<file path="src/rtl/scan_chain_ctrl.sv">
// scan_chain_ctrl: loads a pattern into one mux-scan chain, pulses one capture
// cycle, unloads the chain and compares the result against a masked expected vector.
//   clk, rst              : single clock (it also clocks the chain); synchronous active-high reset
//   start                 : request, accepted only in IDLE
//   pat_in/exp_in/mask_in : pattern, expected capture value and compare mask, latched on accept
//   scan_out              : Q of the last chain cell
//   scan_en/scan_in       : chain SEL and TD of cell 0
//   busy/done/pass        : sequence status
//   cap_data/fail_mask    : unloaded contents and the masked miscompare bits
module scan_chain_ctrl #(
  parameter int unsigned CHAIN_LEN = 32,
  parameter int unsigned CNT_W     = $clog2(CHAIN_LEN) + 1
) (
  input  logic                 clk,
  input  logic                 rst,
  input  logic                 start,
  input  logic [CHAIN_LEN-1:0] pat_in,
  input  logic [CHAIN_LEN-1:0] exp_in,
  input  logic [CHAIN_LEN-1:0] mask_in,
  input  logic                 scan_out,
  output logic                 scan_en,
  output logic                 scan_in,
  output logic                 busy,
  output logic                 done,
  output logic                 pass,
  output logic [CHAIN_LEN-1:0] cap_data,
  output logic [CHAIN_LEN-1:0] fail_mask
);

  typedef enum logic [2:0] {
    IDLE,
    SHIFT_IN,
    CAPTURE,
    SHIFT_OUT,
    DONE
  } state_t;

  localparam logic [CNT_W-1:0] LAST = CNT_W'(CHAIN_LEN - 1);

  state_t               state_q, state_d;
  logic [CNT_W-1:0]     cnt_q, cnt_d;
  logic [CHAIN_LEN-1:0] pat_q, pat_d;
  logic [CHAIN_LEN-1:0] exp_q, exp_d;
  logic [CHAIN_LEN-1:0] mask_q, mask_d;
  logic                 scan_en_q, scan_en_d;
  logic                 scan_in_q, scan_in_d;
  logic                 busy_q, busy_d;
  logic                 done_q, done_d;
  logic                 pass_q, pass_d;
  logic [CHAIN_LEN-1:0] cap_q, cap_d;
  logic [CHAIN_LEN-1:0] fail_q, fail_d;
  logic [CHAIN_LEN-1:0] cap_shift;
  logic [CHAIN_LEN-1:0] miscmp;

  // pat_q is kept as a left-shifting copy of the pattern so its MSB is always the
  // next TD bit; cap_q shifts left so the first unloaded bit (cell N-1) lands at the MSB.
  always_comb begin
    state_d   = state_q;
    cnt_d     = cnt_q;
    pat_d     = pat_q;
    exp_d     = exp_q;
    mask_d    = mask_q;
    scan_en_d = scan_en_q;
    scan_in_d = scan_in_q;
    busy_d    = busy_q;
    done_d    = 1'b0;
    pass_d    = pass_q;
    cap_d     = cap_q;
    fail_d    = fail_q;
    cap_shift = {cap_q[CHAIN_LEN-2:0], scan_out};
    miscmp    = (cap_shift ^ exp_q) & mask_q;

    unique case (state_q)
      IDLE: begin
        scan_en_d = 1'b0;
        if (start) begin
          state_d   = SHIFT_IN;
          cnt_d     = '0;
          busy_d    = 1'b1;
          scan_en_d = 1'b1;
          scan_in_d = pat_in[CHAIN_LEN-1];
          pat_d     = {pat_in[CHAIN_LEN-2:0], 1'b0};
          exp_d     = exp_in;
          mask_d    = mask_in;
          pass_d    = 1'b0;
          cap_d     = '0;
          fail_d    = '0;
        end
      end
      SHIFT_IN: begin
        pat_d = {pat_q[CHAIN_LEN-2:0], 1'b0};
        if (cnt_q == LAST) begin
          state_d   = CAPTURE;
          cnt_d     = '0;
          scan_en_d = 1'b0;
          scan_in_d = 1'b0;
        end else begin
          cnt_d     = cnt_q + 1'b1;
          scan_in_d = pat_q[CHAIN_LEN-1];
        end
      end
      CAPTURE: begin
        state_d   = SHIFT_OUT;
        cnt_d     = '0;
        scan_en_d = 1'b1;
        scan_in_d = 1'b0;
      end
      SHIFT_OUT: begin
        cap_d = cap_shift;
        if (cnt_q == LAST) begin
          state_d   = DONE;
          cnt_d     = '0;
          scan_en_d = 1'b0;
          busy_d    = 1'b0;
          done_d    = 1'b1;
          fail_d    = miscmp;
          pass_d    = ~|miscmp;
        end else begin
          cnt_d = cnt_q + 1'b1;
        end
      end
      DONE: begin
        state_d   = IDLE;
        cnt_d     = '0;
        scan_en_d = 1'b0;
      end
      default: begin
        state_d   = IDLE;
        cnt_d     = '0;
        scan_en_d = 1'b0;
        busy_d    = 1'b0;
      end
    endcase
  end

  always_ff @(posedge clk) begin
    if (rst) begin
      state_q   <= IDLE;
      cnt_q     <= '0;
      pat_q     <= '0;
      exp_q     <= '0;
      mask_q    <= '0;
      scan_en_q <= 1'b0;
      scan_in_q <= 1'b0;
      busy_q    <= 1'b0;
      done_q    <= 1'b0;
      pass_q    <= 1'b0;
      cap_q     <= '0;
      fail_q    <= '0;
    end else begin
      state_q   <= state_d;
      cnt_q     <= cnt_d;
      pat_q     <= pat_d;
      exp_q     <= exp_d;
      mask_q    <= mask_d;
      scan_en_q <= scan_en_d;
      scan_in_q <= scan_in_d;
      busy_q    <= busy_d;
      done_q    <= done_d;
      pass_q    <= pass_d;
      cap_q     <= cap_d;
      fail_q    <= fail_d;
    end
  end

  assign scan_en   = scan_en_q;
  assign scan_in   = scan_in_q;
  assign busy      = busy_q;
  assign done      = done_q;
  assign pass      = pass_q;
  assign cap_data  = cap_q;
  assign fail_mask = fail_q;

endmodule

</file>
<file path="config.mk">
export PLATFORM = sky130hd
export DESIGN_NAME = scan_chain_ctrl
export DESIGN_NICKNAME = d
export VERILOG_FILES = /design/src/rtl/scan_chain_ctrl.sv
export SDC_FILE = /design/constraint.sdc
export NUM_CORES = 1
export LEC_CHECK = 0
export ABC_AREA = 1
export ABC_CLOCK_PERIOD_IN_PS = 3400
export BUFFER_PORTS_ARGS = -buffer_cell sky130_fd_sc_hd__buf_2
export CAP_MARGIN = 20
export CORE_MARGIN = 4
export CORE_UTILIZATION = 33
export CTS_CLUSTER_SIZE = 14
export DETAILED_ROUTE_END_ITERATION = 6
export PLACE_DENSITY_LB_ADDON = 0.12
export SLEW_MARGIN = 30
export SYNTH_ARGS = -nofsm -noshare
export SYNTH_HDL_FRONTEND = slang
export SYNTH_SLANG_ARGS = --single-unit
</file>
<file path="constraint.sdc">
create_clock -name clk -period 3.4 [get_ports clk]
set_input_delay 0.34 -clock clk [delete_from_list [all_inputs] [get_ports clk]]
set_output_delay 0.34 -clock clk [all_outputs]
set_load 0.1 [all_outputs]
</file>
==> out/qor.yml <==
ir_drop_uv: 289
crit_start: "cnt_q[0]"
slowest_stage: "nand2_2"
clock_path_buffers: 2
period_share_pct: 66.3
clk_latency_ps: 430
maxSlewHeadroom_pct: 45.4
ant_nets: 0
crit_path_max_incr_delay_ps: 410
end_kind: "flip-flop"
die_area_mm2: 0.0242
cts_resized: 0
cp_data_arrival_time_ps: 2600
cts_buffers: 17
setup-violations-final: 0
fin_skew_ps: 9.98
synth.top_cell.area_share_pct: 48.3
finish.utilization_pct: 41.6
path_class: "flip-flop to flip-flop"
cts.clk_slew.worst_paths_ps: 70
grt_remaining_overflow: 0
syn-cell-area_mm2: 0.00717
drv_slew: 0
startpoint_type: "flip-flop"
reg2reg_from: "cnt_q[0]"
power.leakage_nw: 4.38
ys_warn_count: 0
synthXorXnorAreaFrac_pct: 0.244
rsz0062_at_grt: "false"
syn-num-nets: 1083
cts_tree: "built"
cp_max_fo: 29
grt_use_total_pct: 16.4
hp-class: "input port to flip-flop"
layout-drive-gt1-share_pct: 20.0
drt-pass1-iter-count: 4
start_util_pct: 33.8
ys_ff_latch: 173
die_h_um: 155
required_ps: 3750
place_inst: 1376
place_hpwl_mm: 13.2
avgViaCountPerCell: 4.70
max-cap-violations: 0
power_density_mw_per_mm2: 616
synth_top_family_by_area: "simple AND/OR/NAND/NOR gates"
hold_slack_ps: 131
min-delay-start: "mask_in[26]"
synth_compound_area_share_pct: 18.2
cts_max_level: 4
grt_pass1_wl_mm: 32.4
hold_violations: 0
wirelength_mm: 20.2
grt_pass1_vias: 6247
rows: 53
total_power_mw: 5.45
path_cells: "ha_1 > nand3_1 > nor3_1 > nand2_2 > nand2_2 > buf_4 > inv_2 > nor2_1 > nand3_1 > a21oi_1"
synth_area_leader_cell: "dfxtp_1"
fp.coreArea_mm2: 0.0212
grt_antenna_before_repair: 0
dr_wl_met3_mm: 1.07
gp_congestion: 0.771
post-route-drc-count: 0
synth-adder-area-share_pct: 0.174
synthSimpleGateAreaFrac_pct: 24.3
fin_crit_ps: 2250
clock-sinks: 173
yosysSeqAreaShare_pct: 48.3
die_width_um: 155
fin_nets: 1221
synthMuxAreaShare_pct: 0
grt_max_degree: 91
ys_types: 30
max_freq_mhz: 444
portBuffers: 168
avgSynthCellArea_um2: 7.30
cts_hold_buf: 0
wl_met1_mm: 9.87
cts_root_buffer: "clkbuf_16"
wl_per_cell_um: 14.3
post_cts_buffers: 0
drt_iter0_drc: 288
routed.top_layer: "met4"
n_antenna_cell: 0
ioPinCount: 169
fin_setup_tns_ps: 0
syn-instance-count: 982
synth_area_leaders: "dfxtp_1, nand2_1, o21ai_0, nor2_1, nand3_1"
vias: 6624
finalNonFillerCells: 1408
status: "finished, final reports clean"
worst_pin_slew_ps: 818
syn_to_final_growth_pct: 23.2
met2WireLength_mm: 9.05
layout make-up:
type	count	area, um2
Fill cell	2266	12400
Sequential cell	173	3460
Multi-Input combinational cell	652	3090
Timing Repair Buffer	181	951
Clock buffer	18	439
Inverter	95	360
Tap cell	275	344
Clock inverter	14	190
registers in the layout, indices dropped and copies added, names as in the netlist, 3 cells and up:
| register | count |
|---|---|
| cap_data | 32 |
| exp_q | 32 |
| fail_mask | 32 |
| mask_q | 32 |
| pat_q | 31 |
| cnt_q | 6 |
| state_q | 3 |
cells in the mapped netlist:
cell      instances
buf_1             1
nand3_2           1
nor3b_1           1
a32oi_1           1
a211oi_1          1
ha_1              1
nand4_1           2
o211a_1          26
clkbuf_1         33
a221oi_1          1
or2_2             1
o21ai_1           5
nor3_1            2
nand3_1          79
a22oi_1          19
or2_0             1
inv_2             5
inv_1            90
nand2_2           3
buf_4             3
dfxtp_1         173
a21oi_1          72
o21ai_0          96
nor3_2            1
a31oi_1           2
nor2_1          114
nor2_4            1
xor2_1            2
buf_2            25
nand2_1         220
per-stage QoR:
stage               setup WS [ps]  instance area [um2]
finish                       1150                 8830
global placement             1190                 8210
floorplan                    1690                 7170
global route                  917                 8830
CTS                          1140                 8830
detailed placement           1150                 8210
power breakdown:
part | internal (mW) | switching, mW
sequential | 2.20 | 0.0926
clock | 1.25 | 0.843
combinational | 0.266 | 0.787
metal layers:
| metal | GRT usage, % | vias up |
|---|---|---|
| met2 | 25.5 | 148 |
| met4 | 3.71 | 0 |
| li1 | - | 3464 |
| met5 | 0 | - |
| met1 | 23.0 | 3004 |
| met3 | 4.34 | 8 |
cell usage in the layout, fill, tap and decap left out, types with 2 or more instances in the layout:
master	instances
clkinvlp_4	2
o21ai_0	96
inv_1	89
nand3_1	79
inv_6	3
inv_2	4
nor2_1	113
a31oi_1	2
o21ai_1	5
buf_2	168
xor2_1	2
a21oi_1	72
o211a_1	26
buf_4	12
dfxtp_1	173
nor3_1	2
bufinv_16	4
clkbuf_16	17
nand2_2	3
nand4_1	2
clkinv_2	5
a22oi_1	19
nand2_1	220
final timing paths:
path | end | slack [ps] | cells past startpoint
max reg2reg | pass | 1150 | 10
max | pass | 1150 | 10
min reg2reg | mask_q[31] | 460 | 2
min | mask_q[26] | 130 | 3
cells by family (layout without fill, tap and decap cells):
kind of cell,after synthesis,after routing
simple gates,426,426
compound gates,223,223
flops,173,173
buf+inv,157,308
xor+xnor,2,2
fa+ha+maj,1,1
worst max-delay path: cells and delay by family (launching register included):
family          cells  cell delay, ps
simple gates        6            1010
buf+inv             2             470
flops               1             360
fa+ha+maj           1             200
compound gates      1             120
No activity file was read; power rests on OpenSTA's default activity.
